--- src/rtl/pcc_pwm_drv_pkg.sv ---
// Shared definitions for the PWM drive stage: FSM encodings, default
// parameter values, and the saturation / slew helpers.
package pcc_pwm_drv_pkg;

    localparam int unsigned CMD_L_DEF     = 4;
    localparam int unsigned PWM_W_DEF     = 8;
    localparam int unsigned DEF_DIR_DEF   = 8;
    localparam int unsigned PRESCALE_DEF  = 4;
    localparam int unsigned SLEW_STEP_DEF = 16;

    typedef enum logic [1:0] {
        ST_OFF  = 2'd0,
        ST_LOAD = 2'd1,
        ST_RUN  = 2'd2
    } pwm_state_e;

    // Clamp a signed value into the unsigned range 0..2^width-1.
    function automatic int sat_u(input int x, input int unsigned width);
        int hi;
        hi = (1 << width) - 1;
        if (x < 0) return 0;
        if (x > hi) return hi;
        return x;
    endfunction

    // Move cur toward tgt by at most step, landing exactly on tgt when close.
    function automatic int slew_to(input int cur, input int tgt, input int step);
        if (tgt > cur + step) return cur + step;
        if (tgt < cur - step) return cur - step;
        return tgt;
    endfunction

endpackage

--- src/rtl/pcc_pwm_drv_if.sv ---
// Command-in / PWM-out bundle between the controller and the PWM drive stage.
interface pcc_pwm_drv_if #(
    parameter int unsigned CMD_L = 4,
    parameter int unsigned PWM_W = 8
);
    logic             en;
    logic [CMD_L-1:0] speed_cmd;
    logic [CMD_L-1:0] dir_cmd;
    logic             pwm_l;
    logic             pwm_r;
    logic [PWM_W-1:0] duty_l;
    logic [PWM_W-1:0] duty_r;
    logic             upd;

    modport master (
        output en, speed_cmd, dir_cmd,
        input  pwm_l, pwm_r, duty_l, duty_r, upd
    );

    modport slave (
        input  en, speed_cmd, dir_cmd,
        output pwm_l, pwm_r, duty_l, duty_r, upd
    );
endinterface

--- src/rtl/pcc_pwm_drv_mix.sv ---
// Differential mixer: speed plus/minus steering, saturated to duty range.
// Purely combinational so the telemetry path can reuse it.
module pcc_pwm_drv_mix
    import pcc_pwm_drv_pkg::*;
#(
    parameter int unsigned CMD_L       = CMD_L_DEF,
    parameter int unsigned PWM_W       = PWM_W_DEF,
    parameter int unsigned DEF_DIR_CMD = DEF_DIR_DEF
) (
    input  logic [CMD_L-1:0] speed_cmd,
    input  logic [CMD_L-1:0] dir_cmd,
    output logic [PWM_W-1:0] mix_l,
    output logic [PWM_W-1:0] mix_r
);
    // Two guard bits: one for sign, one for base+steer overflow.
    localparam int unsigned MW = PWM_W + 2;

    logic signed [MW-1:0] base;
    logic signed [MW-1:0] delta;
    logic signed [MW-1:0] steer;
    logic signed [MW-1:0] sum_l;
    logic signed [MW-1:0] sum_r;

    always_comb begin
        base  = $signed(MW'(speed_cmd)) <<< (PWM_W - CMD_L);
        delta = $signed(MW'(dir_cmd)) - $signed(MW'(DEF_DIR_CMD));
        steer = delta <<< (PWM_W - CMD_L - 1);
        sum_l = base + steer;
        sum_r = base - steer;
        mix_l = PWM_W'(sat_u(int'(sum_l), PWM_W));
        mix_r = PWM_W'(sat_u(int'(sum_r), PWM_W));
    end

endmodule

--- src/rtl/pcc_pwm_drv.sv ---
// Edge-aligned dual PWM driver with period-boundary double-buffered duties.
// Optional soft-start duty slewing when PCC_PWM_SLEW_EN is defined.
module pcc_pwm_drv
    import pcc_pwm_drv_pkg::*;
#(
    parameter int unsigned CMD_L       = CMD_L_DEF,
    parameter int unsigned PWM_W       = PWM_W_DEF,
    parameter int unsigned DEF_DIR_CMD = DEF_DIR_DEF,
    parameter int unsigned PRESCALE    = PRESCALE_DEF,
    parameter int unsigned SLEW_STEP   = SLEW_STEP_DEF
) (
    input  logic         clk,
    input  logic         rst,
    pcc_pwm_drv_if.slave bus
);
    localparam int unsigned PSW = (PRESCALE > 1) ? $clog2(PRESCALE) : 1;
    localparam logic [PWM_W-1:0] CNT_MAX = '1;

    if (PWM_W <= CMD_L || PRESCALE < 1 || SLEW_STEP < 1) begin : g_bad_cfg
        $error("pcc_pwm_drv: invalid parameter set");
    end

    pwm_state_e       state;
    logic [PSW-1:0]   psc;
    logic [PWM_W-1:0] cnt;
    logic [PWM_W-1:0] duty_l_q;
    logic [PWM_W-1:0] duty_r_q;
    logic             pwm_l_q;
    logic             pwm_r_q;
    logic             upd_q;
    logic [PWM_W-1:0] mix_l;
    logic [PWM_W-1:0] mix_r;
    logic [PWM_W-1:0] nxt_l;
    logic [PWM_W-1:0] nxt_r;
    logic             tick;

    pcc_pwm_drv_mix #(
        .CMD_L       (CMD_L),
        .PWM_W       (PWM_W),
        .DEF_DIR_CMD (DEF_DIR_CMD)
    ) u_mix (
        .speed_cmd (bus.speed_cmd),
        .dir_cmd   (bus.dir_cmd),
        .mix_l     (mix_l),
        .mix_r     (mix_r)
    );

    // Value the shadow duties take at the next latch point.
    always_comb begin
        nxt_l = mix_l;
        nxt_r = mix_r;
`ifdef PCC_PWM_SLEW_EN
        nxt_l = PWM_W'(slew_to(int'(duty_l_q), int'(mix_l), int'(SLEW_STEP)));
        nxt_r = PWM_W'(slew_to(int'(duty_r_q), int'(mix_r), int'(SLEW_STEP)));
`endif
    end

    assign tick = (psc == PSW'(PRESCALE - 1));

    always_ff @(posedge clk or negedge rst) begin
        if (!rst) begin
            state    <= ST_OFF;
            psc      <= '0;
            cnt      <= '0;
            duty_l_q <= '0;
            duty_r_q <= '0;
            pwm_l_q  <= 1'b0;
            pwm_r_q  <= 1'b0;
            upd_q    <= 1'b0;
        end else begin
            upd_q <= 1'b0;
            unique case (state)
                ST_OFF: begin
                    psc      <= '0;
                    cnt      <= '0;
                    duty_l_q <= '0;
                    duty_r_q <= '0;
                    pwm_l_q  <= 1'b0;
                    pwm_r_q  <= 1'b0;
                    if (bus.en) state <= ST_LOAD;
                end
                ST_LOAD: begin
                    duty_l_q <= nxt_l;
                    duty_r_q <= nxt_r;
                    psc      <= '0;
                    cnt      <= '0;
                    upd_q    <= 1'b1;
                    state    <= ST_RUN;
                end
                ST_RUN: begin
                    if (!bus.en) begin
                        state    <= ST_OFF;
                        psc      <= '0;
                        cnt      <= '0;
                        duty_l_q <= '0;
                        duty_r_q <= '0;
                        pwm_l_q  <= 1'b0;
                        pwm_r_q  <= 1'b0;
                    end else begin
                        pwm_l_q <= (cnt < duty_l_q);
                        pwm_r_q <= (cnt < duty_r_q);
                        psc     <= tick ? '0 : psc + 1'b1;
                        if (tick) begin
                            cnt <= cnt + 1'b1;
                            // Period boundary: swap in new duties glitch-free.
                            if (cnt == CNT_MAX) begin
                                duty_l_q <= nxt_l;
                                duty_r_q <= nxt_r;
                                upd_q    <= 1'b1;
                            end
                        end
                    end
                end
                default: state <= ST_OFF;
            endcase
        end
    end

    assign bus.pwm_l  = pwm_l_q;
    assign bus.pwm_r  = pwm_r_q;
    assign bus.duty_l = duty_l_q;
    assign bus.duty_r = duty_r_q;
    assign bus.upd    = upd_q;

endmodule

--- src/flat_wrapper.sv ---
// flat-port wrapper written by rule: the top's interface ports become plain ports
module pcc_pwm_drv_flat import pcc_pwm_drv_pkg::*;
#(
    parameter int unsigned CMD_L       = CMD_L_DEF,
    parameter int unsigned PWM_W       = PWM_W_DEF,
    parameter int unsigned DEF_DIR_CMD = DEF_DIR_DEF,
    parameter int unsigned PRESCALE    = PRESCALE_DEF,
    parameter int unsigned SLEW_STEP   = SLEW_STEP_DEF
)
  (clk, rst, bus_en, bus_speed_cmd, bus_dir_cmd, bus_pwm_l, bus_pwm_r, bus_duty_l, bus_duty_r, bus_upd);
  pcc_pwm_drv_if #(.CMD_L(CMD_L), .PWM_W(PWM_W)) bus_i ();
  input  logic clk;
  input  logic rst;
  input wire logic [$bits(bus_i.en)-1:0] bus_en;
  input wire logic [$bits(bus_i.speed_cmd)-1:0] bus_speed_cmd;
  input wire logic [$bits(bus_i.dir_cmd)-1:0] bus_dir_cmd;
  output wire logic [$bits(bus_i.pwm_l)-1:0] bus_pwm_l;
  output wire logic [$bits(bus_i.pwm_r)-1:0] bus_pwm_r;
  output wire logic [$bits(bus_i.duty_l)-1:0] bus_duty_l;
  output wire logic [$bits(bus_i.duty_r)-1:0] bus_duty_r;
  output wire logic [$bits(bus_i.upd)-1:0] bus_upd;
  assign bus_i.en = bus_en;
  assign bus_i.speed_cmd = bus_speed_cmd;
  assign bus_i.dir_cmd = bus_dir_cmd;
  assign bus_pwm_l = bus_i.pwm_l;
  assign bus_pwm_r = bus_i.pwm_r;
  assign bus_duty_l = bus_i.duty_l;
  assign bus_duty_r = bus_i.duty_r;
  assign bus_upd = bus_i.upd;
  pcc_pwm_drv #(.CMD_L(CMD_L), .PWM_W(PWM_W), .DEF_DIR_CMD(DEF_DIR_CMD), .PRESCALE(PRESCALE), .SLEW_STEP(SLEW_STEP)) u_core (.clk(clk), .rst(rst), .bus(bus_i));
endmodule
--- config.mk ---
export PLATFORM = sky130hd
export DESIGN_NAME = pcc_pwm_drv_flat
export DESIGN_NICKNAME = d
export VERILOG_FILES = /design/src/rtl/pcc_pwm_drv_pkg.sv /design/src/rtl/pcc_pwm_drv_if.sv /design/src/rtl/pcc_pwm_drv_mix.sv /design/src/rtl/pcc_pwm_drv.sv /design/src/flat_wrapper.sv
export SDC_FILE = /design/constraint.sdc
export NUM_CORES = 1
export LEC_CHECK = 0
export CORE_MARGIN = 2
export CORE_UTILIZATION = 25
export CTS_CLUSTER_DIAMETER = 50
export DETAILED_ROUTE_END_ITERATION = 16
export MAX_ROUTING_LAYER = met4
export PLACE_DENSITY = 0.49
export SLEW_MARGIN = 30
export SYNTH_ARGS = -nofsm -noshare
export SYNTH_HDL_FRONTEND = slang
export SYNTH_SLANG_ARGS = --single-unit
--- constraint.sdc ---
create_clock -name clk -period 1.7 [get_ports clk]
set_input_delay 0.17 -clock clk [delete_from_list [all_inputs] [get_ports clk]]
set_output_delay 0.17 -clock clk [all_outputs]
set_load 0.05 [all_outputs]
==> results of run 1 <==
final timing paths:
path                                  from                    to  slack [ps]  cells past startpoint
max reg2reg                u_core.state[0]  u_core.bus.duty_l[4]         -40                      7
min                                    rst  u_core.bus.duty_r[2]         270                      2
min in group clk             u_core.psc[1]         u_core.psc[1]         500                      2
max in group asynchronous              rst  u_core.bus.duty_r[5]        1150                      2
min reg2reg                  u_core.psc[1]         u_core.psc[1]         500                      2
max                        u_core.state[0]  u_core.bus.duty_l[4]         -40                      7
through the flow:
step | setup TNS (ps) | area [um2] | instances | setup WS [ps]
2_1_floorplan | -573 | 2190 | 226 | -66.3
3_3_place_gp | -8140 | 2880 | 403 | -709
3_5_place_dp | -8610 | 2880 | 403 | -762
4_1_cts | -769 | 3030 | 411 | -124
5_1_grt | -1390 | 3050 | 410 | -113
6_report | -199 | 3050 | 410 | -42.4
state kept, by name, indices dropped and copies added, names as in the netlist:
name,flops
u_core.bus.duty_l,6
u_core.bus.duty_r,6
u_core.bus.pwm_l,1
u_core.bus.pwm_r,1
u_core.bus.upd,1
u_core.cnt,8
u_core.psc,2
u_core.state,2
critical path: cells and delay by family, from the launching register on:
family                   cells  cell delay, ps
AO/OA/AOI/OAI                2             290
adder cells (fa/ha/maj)      1             190
buffers and inverters        1              60
flip-flops                   1             360
AND/OR/NAND/NOR              3             800
cell families after synthesis:
family	after synthesis	synth area share
fa+ha+maj	32	0.196
xor+xnor	7	0.0290
flops	27	0.319
simple gates	66	0.181
buf+inv	35	0.0733
compound gates	59	0.202
timing repair:
| item | in CTS | in global routing |
|---|---|---|
| resized for setup | 43 | 7 |
| buffers inserted | 5 | 0 |
| setup endpoints to repair | 12 | 19 |
| pin swaps | 16 | 14 |
power groups by stage:
stage	Clock, W	Sequential, W	Combinational [W]
2_1_floorplan	0	0.00107	0.000625
3_3_place_gp	0	0.000838	0.00140
3_5_place_dp	0	0.000838	0.00141
4_1_cts	0.000403	0.000826	0.00146
5_1_grt	0.000428	0.000838	0.00160
6_report	0.000389	0.000822	0.00145
layer usage:
metal | part of all wire | global-route usage
met4 | 0.0062 | 0.0262
met5 | 0 | -
met3 | 0.016 | 0.00705
met2 | 0.45 | 0.207
met1 | 0.53 | 0.182
layout make-up:
class / count / area, um2 / area share
timing repair buffer: 83 / 651 / 0.214
inverter: 27 / 105 / 0.0345
clock inverter: 1 / 7.51 / 0.00246
clock buffer: 3 / 41.3 / 0.0136
tap: 105 / 131 / 0.0431
multi-input combinational: 164 / 1430 / 0.469
sequential: 27 / 681 / 0.223
layout by cell type (no fill, tap or decap), types with 3 or more instances in the layout:
| cell type | synthesis | routed |
|---|---|---|
| a211oi_2 | 1 | 3 |
| a21o_1 | 7 | 7 |
| a21oi_1 | 4 | 4 |
| a22o_1 | 12 | 12 |
| buf_4 | 4 | 71 |
| buf_6 | 1 | 3 |
| clkbuf_8 | 0 | 3 |
| dfrtp_1 | 27 | 23 |
| dfrtp_2 | 0 | 4 |
| ha_1 | 30 | 24 |
| ha_4 | 0 | 4 |
| inv_1 | 27 | 22 |
| inv_2 | 0 | 4 |
| nand2_1 | 11 | 9 |
| nand3_1 | 10 | 6 |
| nand3_2 | 0 | 4 |
| nand3b_1 | 3 | 3 |
| nand4_1 | 6 | 6 |
| nor2_1 | 12 | 11 |
| nor2b_1 | 4 | 4 |
| o21a_1 | 4 | 4 |
| o21ai_0 | 7 | 7 |
| o21ai_1 | 12 | 11 |
| or3_1 | 3 | 3 |
| xnor2_1 | 4 | 4 |
| xor2_1 | 3 | 3 |
==> impl_metrics.csv, run 1 <==
group,metric,value,unit
placement,gp_congestion,0.772,
sta,post-route-period-util,1.02,
drt,drc,0,
critical_path,path_class,"reg2reg",
yosys,synth_area,2120,um2
cells_and_area,area_growth,43.9,%
clocking,hold_buffers,0,
placement,dpl.hpwl,4180,um
worst_hold_path,hold_class,"in2async",
floorplanning,coreArea,8220,um2
critical_path,end_kind,"flop",
clocking,cts_tree,"done",
yosys,yosysTopAreaCellShare,0.319,
cells_and_area,antenna-diode-count,0,
drt,antenna_left,0,
drt,drtIter0Drc,44,
critical_path,max_stage_delay,360,ps
floorplanning,rows,33,
yosys,synth.distinct_cells,48,
critical_path,worst-endpoint-required,1920,ps
power_and_ir_drop,switching_share,0.433,
yosys,ys_seq_elements,27,
outcome,outcome,"complete, but fails checks",
drt,routed_wl,5360,um
yosys,synth_commonest_cells,"30 x ha_1, 27 x dfrtp_1, 27 x inv_1",
yosys,synth_edf_count,0,
drt,vias_per_cell,4.60,
yosys,synth_area_leaders,"dfrtp_1 32%, ha_1 18%, a22o_1 5.0%",
drt,firstDrtPassIters,4,
yosys,synth_nets,269,
clocking,clkTransAtPathRegs,100,ps
power_and_ir_drop,finalPower,0.00267,W
critical_path,crit_fanout,5,
grt,antenna_found_initial,0,
clocking,root_buffer,"clkbuf_8",
sta,finalClockSkew,5.61,ps
clocking,clk_path_buf_depth,2,
floorplanning,dieArea,9220,um2
power_and_ir_drop,p_seq_frac,0.308,
placement,port_buffers,29,
clocking,cts_buffers,3,
floorplanning,io_pins,30,
yosys,syn-instance-count,226,
cells_and_area,fillCellCount,826,
power_and_ir_drop,share_comb_of_total_power,0.546,
yosys,ys_seq_area_frac,0.319,
sta,period_minus_slack,1740,ps
critical_path,path_cells,"inv_1 > ha_2 > and3b_2 > nor3_4 > a21oi_4 > nor4b_4 > a22o_1",
floorplanning,die_h,96.0,um
power_and_ir_drop,p_leak,1.48,nW
yosys,synthFlopType,"dfrtp_1",
sta,fin_ws,-42.4,ps
yosys,yosysWarnings,0,
floorplanning,start_util,0.258,
critical_path,start_kind,"flop",
run,cap_violations,0,
floorplanning,fp.dieW,96.0,um
sta,relSlewSlack,0.752,
cells_and_area,post-route-util,0.371,
cells_and_area,layout-drive-gt1-share,0.397,
yosys,yosysMostFrequentCell,"ha_1",
cells_and_area,final_nets,349,
grt,grt_pass1_vias,1915,
grt,track_usage,0.129,
clocking,cts.htree.levels,1,
grt,grt_pass1_wl,9110,um
sta,slew_violations,0,
power_and_ir_drop,power.switching,0.00115,W
yosys,synth_area_leader_cell,"dfrtp_1",
yosys,synth-async-reset-ratio,1.00,
clocking,cts_sinks,27,
outcome,violations,"negative setup slack",
drt,vias,1884,
power_and_ir_drop,intPower,0.00151,W
power_and_ir_drop,ir_drop,458,uV
sta,fmax,0.574,GHz
sta,final-hold-violation-count,0,
sta,whs,266,ps
sta,rsz0062_at_grt,"true",
power_and_ir_drop,p_per_area,875,nW/um2
drt,wl_per_cell,13.1,um
grt,grt_max_degree,28,
critical_path,slowest_stage,"dfrtp_1",
critical_path,cp.arrival,1960,ps
grt,grt-ovfl-total,0,
clocking,clock_latency,280,ps
power_and_ir_drop,p_clk_frac,0.146,
sta,setup_viol,5,
yosys,synth_area_per_cell,9.37,um2
sta,worst_slew_pin_slew,372,ps
Note: power is estimated with default switching activity, not from simulation.
==> run 2: changes to the inputs <==
CORE_MARGIN = not set   (was 2)
==> run 2 against run 1 <==
  * The flow still finishes with violations (negative setup slack)
  * Flip-flop and latch count unchanged
  * Combinational power increased by 8%
  * Clock skew decreased by 1.4 ps
  * Sequential share of layout area decreased by 0.30 points
  * Critical endpoint is now u_core.bus.duty_l[7]
  * Clock-buffer cell count unchanged
  * Worst setup slack got worse by 20 ps
  * Core utilization increased by 0.50 points
  * Via count increased by 1.8%
  * First-iteration DRC count increased by 68%
==> impl_metrics.csv, run 2 (same netlist as run 1, synthesis figures left out) <==
group,metric,value,unit
clocking,cts_tree,"done",
floorplanning,dieArea,8840,um2
floorplanning,start_util,0.258,
clocking,cts_sinks,27,
drt,vias_per_cell,4.61,
critical_path,timing.rr.end,"u_core.bus.duty_l[7]",
run,cap_violations,0,
drt,drc,0,
drt,routed_wl,5250,um
sta,period_minus_slack,1760,ps
clocking,cts.htree.levels,1,
grt,antenna_found_initial,0,
cells_and_area,final_nets,355,
cells_and_area,multi_input_comb_area,1450,um2
cells_and_area,mostFrequentLayoutCells,"78 x buf_4, 23 x ha_1, 23 x dfrtp_1",
drt,drtIter0Drc,74,
critical_path,reg2regPathDepth,7,
cells_and_area,final_common_cell,"buf_4",
sta,finalClockSkew,4.26,ps
sta,rsz0062_at_grt,"true",
clocking,clkTransAtPathRegs,100,ps
placement,place_inst,407,
sta,slew_violations,0,
sta,relSlewSlack,0.764,
outcome,outcome,"complete, but fails checks",
critical_path,end_kind,"flop",
placement,gp_congestion,0.788,
critical_path,cp.arrival,1920,ps
outcome,violations,"negative setup slack",
critical_path,reg2reg_slack,-60,ps
sta,fin_ws,-62.6,ps
grt,grt_pass1_wl,8940,um
placement,placed_area,2910,um2
placement,port_buffers,29,
critical_path,worst-endpoint-required,1860,ps
critical_path,path_class,"reg2reg",
drt,firstDrtPassIters,4,
cells_and_area,top_register,"u_core.cnt",
placement,dpl.hpwl,4200,um
grt,grt_pass1_vias,1903,
cells_and_area,seq_area,681,um2
cells_and_area,antenna-diode-count,0,
grt,grt-ovfl-total,0,
critical_path,crit_fanout,8,
floorplanning,coreArea,8220,um2
grt,track_usage,0.132,
clocking,cts_buffers,3,
clocking,clk_path_buf_depth,2,
floorplanning,io_pins,30,
clocking,root_buffer,"clkbuf_8",
sta,post-route-period-util,1.04,
cells_and_area,instances_no_fill,416,
power_and_ir_drop,ir_drop,447,uV
critical_path,r2r_start,"u_core.state[0]",
cells_and_area,layout-drive-gt1-share,0.412,
power_and_ir_drop,p_per_area,896,nW/um2
power_and_ir_drop,p_leak,1.51,nW
sta,final-hold-violation-count,0,
drt,wl_per_cell,12.6,um
cells_and_area,largest_register_ffs,8,
worst_hold_path,hold_class,"in2async",
critical_path,start_kind,"flop",
drt,vias,1917,
sta,fmax,0.567,GHz
floorplanning,fp.dieW,94.0,um
cells_and_area,final_area,3090,um2
floorplanning,rows,33,
cells_and_area,area_growth,45.9,%
cells_and_area,fillCellCount,832,
drt,antenna_left,0,
clocking,clock_latency,270,ps
sta,worst_slew_pin_slew,350,ps
grt,grt_max_degree,28,
floorplanning,die_h,94.0,um
sta,setup_viol,9,
[run 2: cell types whose count changed in the layout (fill, tap and decap cells not counted), sizes merged]
cell           before  now
buf                76   82
clkdlybuf4s15       2    1
clkinvlp            2    1
clkinv              0    1
dlygate4sd2         2    3
[run 2: metrics by stage]
step                power [W]  hold WS [ps]  TNS (ps)   util  setup WS, ps
floorplan             0.00170          -126      -573      -         -66.3
global placement      0.00226           481     -8150  0.355          -696
detailed placement    0.00226           495     -8570  0.355          -763
CTS                   0.00277           278     -1060  0.375          -142
global route          0.00297           330     -1720  0.376          -164
finish                0.00277           265      -419  0.376         -62.6
[run 2: report_power, final]
part | switching [W] | total (W) | internal, W
registers | 0.0000914 | 0.000835 | 0.000744
clock network | 0.000203 | 0.000367 | 0.000164
logic | 0.000892 | 0.00157 | 0.000673
[run 2: final cells by class]
| class | count | area share |
|---|---|---|
| multi-input cells | 164 | 0.470 |
| flip-flops and latches | 27 | 0.220 |
| repair buffers | 89 | 0.218 |
| well taps | 105 | 0.0425 |
| inverters | 27 | 0.0340 |
| clock buffers | 3 | 0.0134 |
| clock inverters | 1 | 0.00162 |
[run 2: timing repair]
item | CTS | global route
resized for setup | 42 | 6
cloned | 0 | 0
setup buffers | 7 | 0
setup endpoints to repair | 14 | 17
pin swaps | 21 | 7
hold buffers | 0 | 0
[run 2: metal layers]
metal / track usage / vias up / routed length [um]
li1: - / 976 / -
met5: - / - / 0
met4: 0.0192 / 0 / 14
met2: 0.212 / 31 / 2370
met3: 0.00809 / 2 / 134
met1: 0.186 / 908 / 2730
[run 2: worst max path at each step]
stage / startpoint / slack [ps] / cells after the start / endpoint
final: u_core.state[0] / -60 / 7 / u_core.bus.duty_l[7]
after CTS: u_core.state[0] / -140 / 7 / u_core.bus.duty_l[7]
after detailed placement: bus_dir_cmd[2] / -760 / 8 / u_core.bus.duty_l[3]
after global routing: u_core.state[0] / -160 / 7 / u_core.bus.duty_l[7]
after floorplan: bus_dir_cmd[2] / -70 / 7 / u_core.bus.duty_r[4]
after global placement: bus_dir_cmd[2] / -700 / 8 / u_core.bus.duty_l[3]
[run 2: worst max-delay path, stage by stage, from the launching register on]
cell and delay (ps):
dfrtp_1 430, buf_4 150, ha_2 210, nor3_4 240
a21oi_4 110, buf_4 150, buf_6 130, a22o_1 230
==> run 3: changes to the inputs <==
PLACE_DENSITY = 0.48   (was 0.49)
clock period = 2.2 ns   (was 1.7 ns; I/O delays follow)
==> run 3 against run 2 <==
  * The flow now finishes without violations
  * Clock skew rose by 4.8 ps
  * Design area fell by 9.8%
  * Flip-flop and latch count did not move
  * Wire length fell by 6.3%
  * Worst setup slack improved by 160 ps
  * Worst hold slack improved by 39 ps
  * Clock power fell by 21%
  * Critical path type is now in2reg
  * Critical endpoint is now u_core.bus.duty_r[4]
  * Highest routed layer unchanged
==> impl_metrics.csv, run 3 (same netlist as run 1, synthesis figures left out) <==
group,metric,value,unit
critical_path,end_kind,"flop",
floorplanning,rows,33,
power_and_ir_drop,p_leak,1.32,nW
grt,grt-ovfl-total,0,
clocking,clk_path_buf_depth,2,
clocking,hold_buffers,0,
drt,vias,1759,
clocking,clock_latency,280,ps
floorplanning,io_pins,30,
grt,grt_pass1_vias,1724,
grt,track_usage,0.125,
critical_path,crit_fanout,5,
sta,final.setup.tns,0,ps
sta,setup_viol,0,
critical_path,start_kind,"input port",
floorplanning,coreArea,8220,um2
drt,vias_per_cell,4.55,
cells_and_area,largest_register_ffs,8,
floorplanning,fp.dieW,94.0,um
critical_path,slowest_stage,"clkdlybuf4s50_1",
sta,period_minus_slack,2100,ps
clocking,root_buffer,"clkbuf_8",
sta,worst_slew_pin_slew,515,ps
clocking,cts.htree.levels,1,
drt,antenna_left,0,
sta,final-hold-violation-count,0,
cells_and_area,final_common_cell,"buf_4",
drt,drc,0,
cells_and_area,layout-drive-gt1-share,0.163,
drt,wl_per_cell,12.7,um
cells_and_area,post-route-util,0.339,
critical_path,cp_num_buf_inv,3,
cells_and_area,final_area,2790,um2
sta,post-route-period-util,0.957,
drt,routed_wl,4920,um
placement,dpl.hpwl,4060,um
placement,placed_area,2720,um2
critical_path,path_cells,"clkdlybuf4s50_1 > inv_1 > ha_4 > nor2b_4 > o311a_4 > or3_1 > a211oi_2 > buf_4 > a22o_1",
critical_path,path_class,"in2reg",
clocking,cts_tree,"done",
grt,grt_max_degree,28,
sta,relSlewSlack,0.656,
power_and_ir_drop,ir_drop,219,uV
sta,fmax,0.475,GHz
worst_hold_path,hold_class,"in2async",
sta,slew_violations,0,
outcome,outcome,"finished, final reports clean",
drt,drtIter0Drc,41,
cells_and_area,area_growth,31.6,%
placement,gp_congestion,0.761,
run,cap_violations,0,
floorplanning,dieArea,8840,um2
drt,firstDrtPassIters,4,
grt,grt_pass1_wl,8330,um
power_and_ir_drop,p_per_area,692,nW/um2
cells_and_area,mostFrequentLayoutCells,"31 x buf_4, 29 x clkdlybuf4s50_1, 27 x inv_1, 27 x ha_1, 27 x dfrtp_1",
critical_path,worst-endpoint-required,2420,ps
critical_path,cp.arrival,2320,ps
cells_and_area,antenna-diode-count,0,
grt,antenna_found_initial,0,
floorplanning,start_util,0.258,
sta,finalClockSkew,9.01,ps
clocking,cts_buffers,3,
sta,rsz0062_at_grt,"true",
cells_and_area,top_register,"u_core.cnt",
clocking,clkTransAtPathRegs,100,ps
cells_and_area,final_nets,326,
critical_path,crit_family,"buffers and inverters",
critical_path,max_stage_delay,480,ps
floorplanning,die_h,94.0,um
placement,port_buffers,29,
sta,whs,305,ps
clocking,cts_sinks,27,
-- run 3: through the flow --
stage          cells  setup slack [ps]  total power [W]
6_report         387              95.6          0.00193
3_5_place_dp     383              -253          0.00165
2_1_floorplan    226               264          0.00128
5_1_grt          387             -12.5          0.00207
4_1_cts          387              30.4          0.00195
3_3_place_gp     383              -244          0.00165
-- run 3: routing by layer --
layer | global-route usage | up-vias | part of all wire
li1 | - | 917 | -
met1 | 0.172 | 813 | 0.51
met2 | 0.198 | 25 | 0.47
met3 | 0.00728 | 4 | 0.015
met4 | 0.0346 | 0 | 0.0041
met5 | - | - | 0
-- run 3: area by class of cell --
class / instances / area, um2
Sequential cell: 27 / 676
Fill cell: 883 / 5430
Tap cell: 105 / 131
Inverter: 27 / 101
Multi-Input combinational cell: 164 / 1310
Timing Repair Buffer: 60 / 523
Clock buffer: 3 / 41.3
Clock inverter: 1 / 5.00
-- run 3: timing repair --
action                     CTS  global route
setup endpoints to repair    0            12
resized for setup            0             5
hold endpoints to repair     0             0
setup buffers                0             0
-- run 3: worst paths after layout --
check | cells past startpoint | start | slack [ps] | to
worst min register to register | 2 | u_core.psc[1] | 500 | u_core.psc[1]
worst max-delay path | 9 | bus_dir_cmd[2] | 100 | u_core.bus.duty_r[4]
max in group asynchronous | 2 | rst | 1620 | u_core.bus.duty_r[4]
worst min-delay path | 2 | rst | 300 | u_core.psc[1]
min in group clk | 2 | u_core.psc[1] | 500 | u_core.psc[1]
worst max register to register | 8 | u_core.state[0] | 170 | u_core.bus.duty_r[2]
-- run 3: worst reg2reg max path, delay by kind of cell, from the launching register on --
kind | cells | cell delay [ps]
compound gates | 2 | 500
flops | 1 | 430
simple gates | 3 | 430
buf+inv | 2 | 340
fa+ha+maj | 1 | 220
-- run 3: report_power, final --
group	total [W]	switching [W]	internal (W)
registers	0.000641	0.0000692	0.000572
logic	0.000994	0.000600	0.000394
clock network	0.000291	0.000164	0.000127
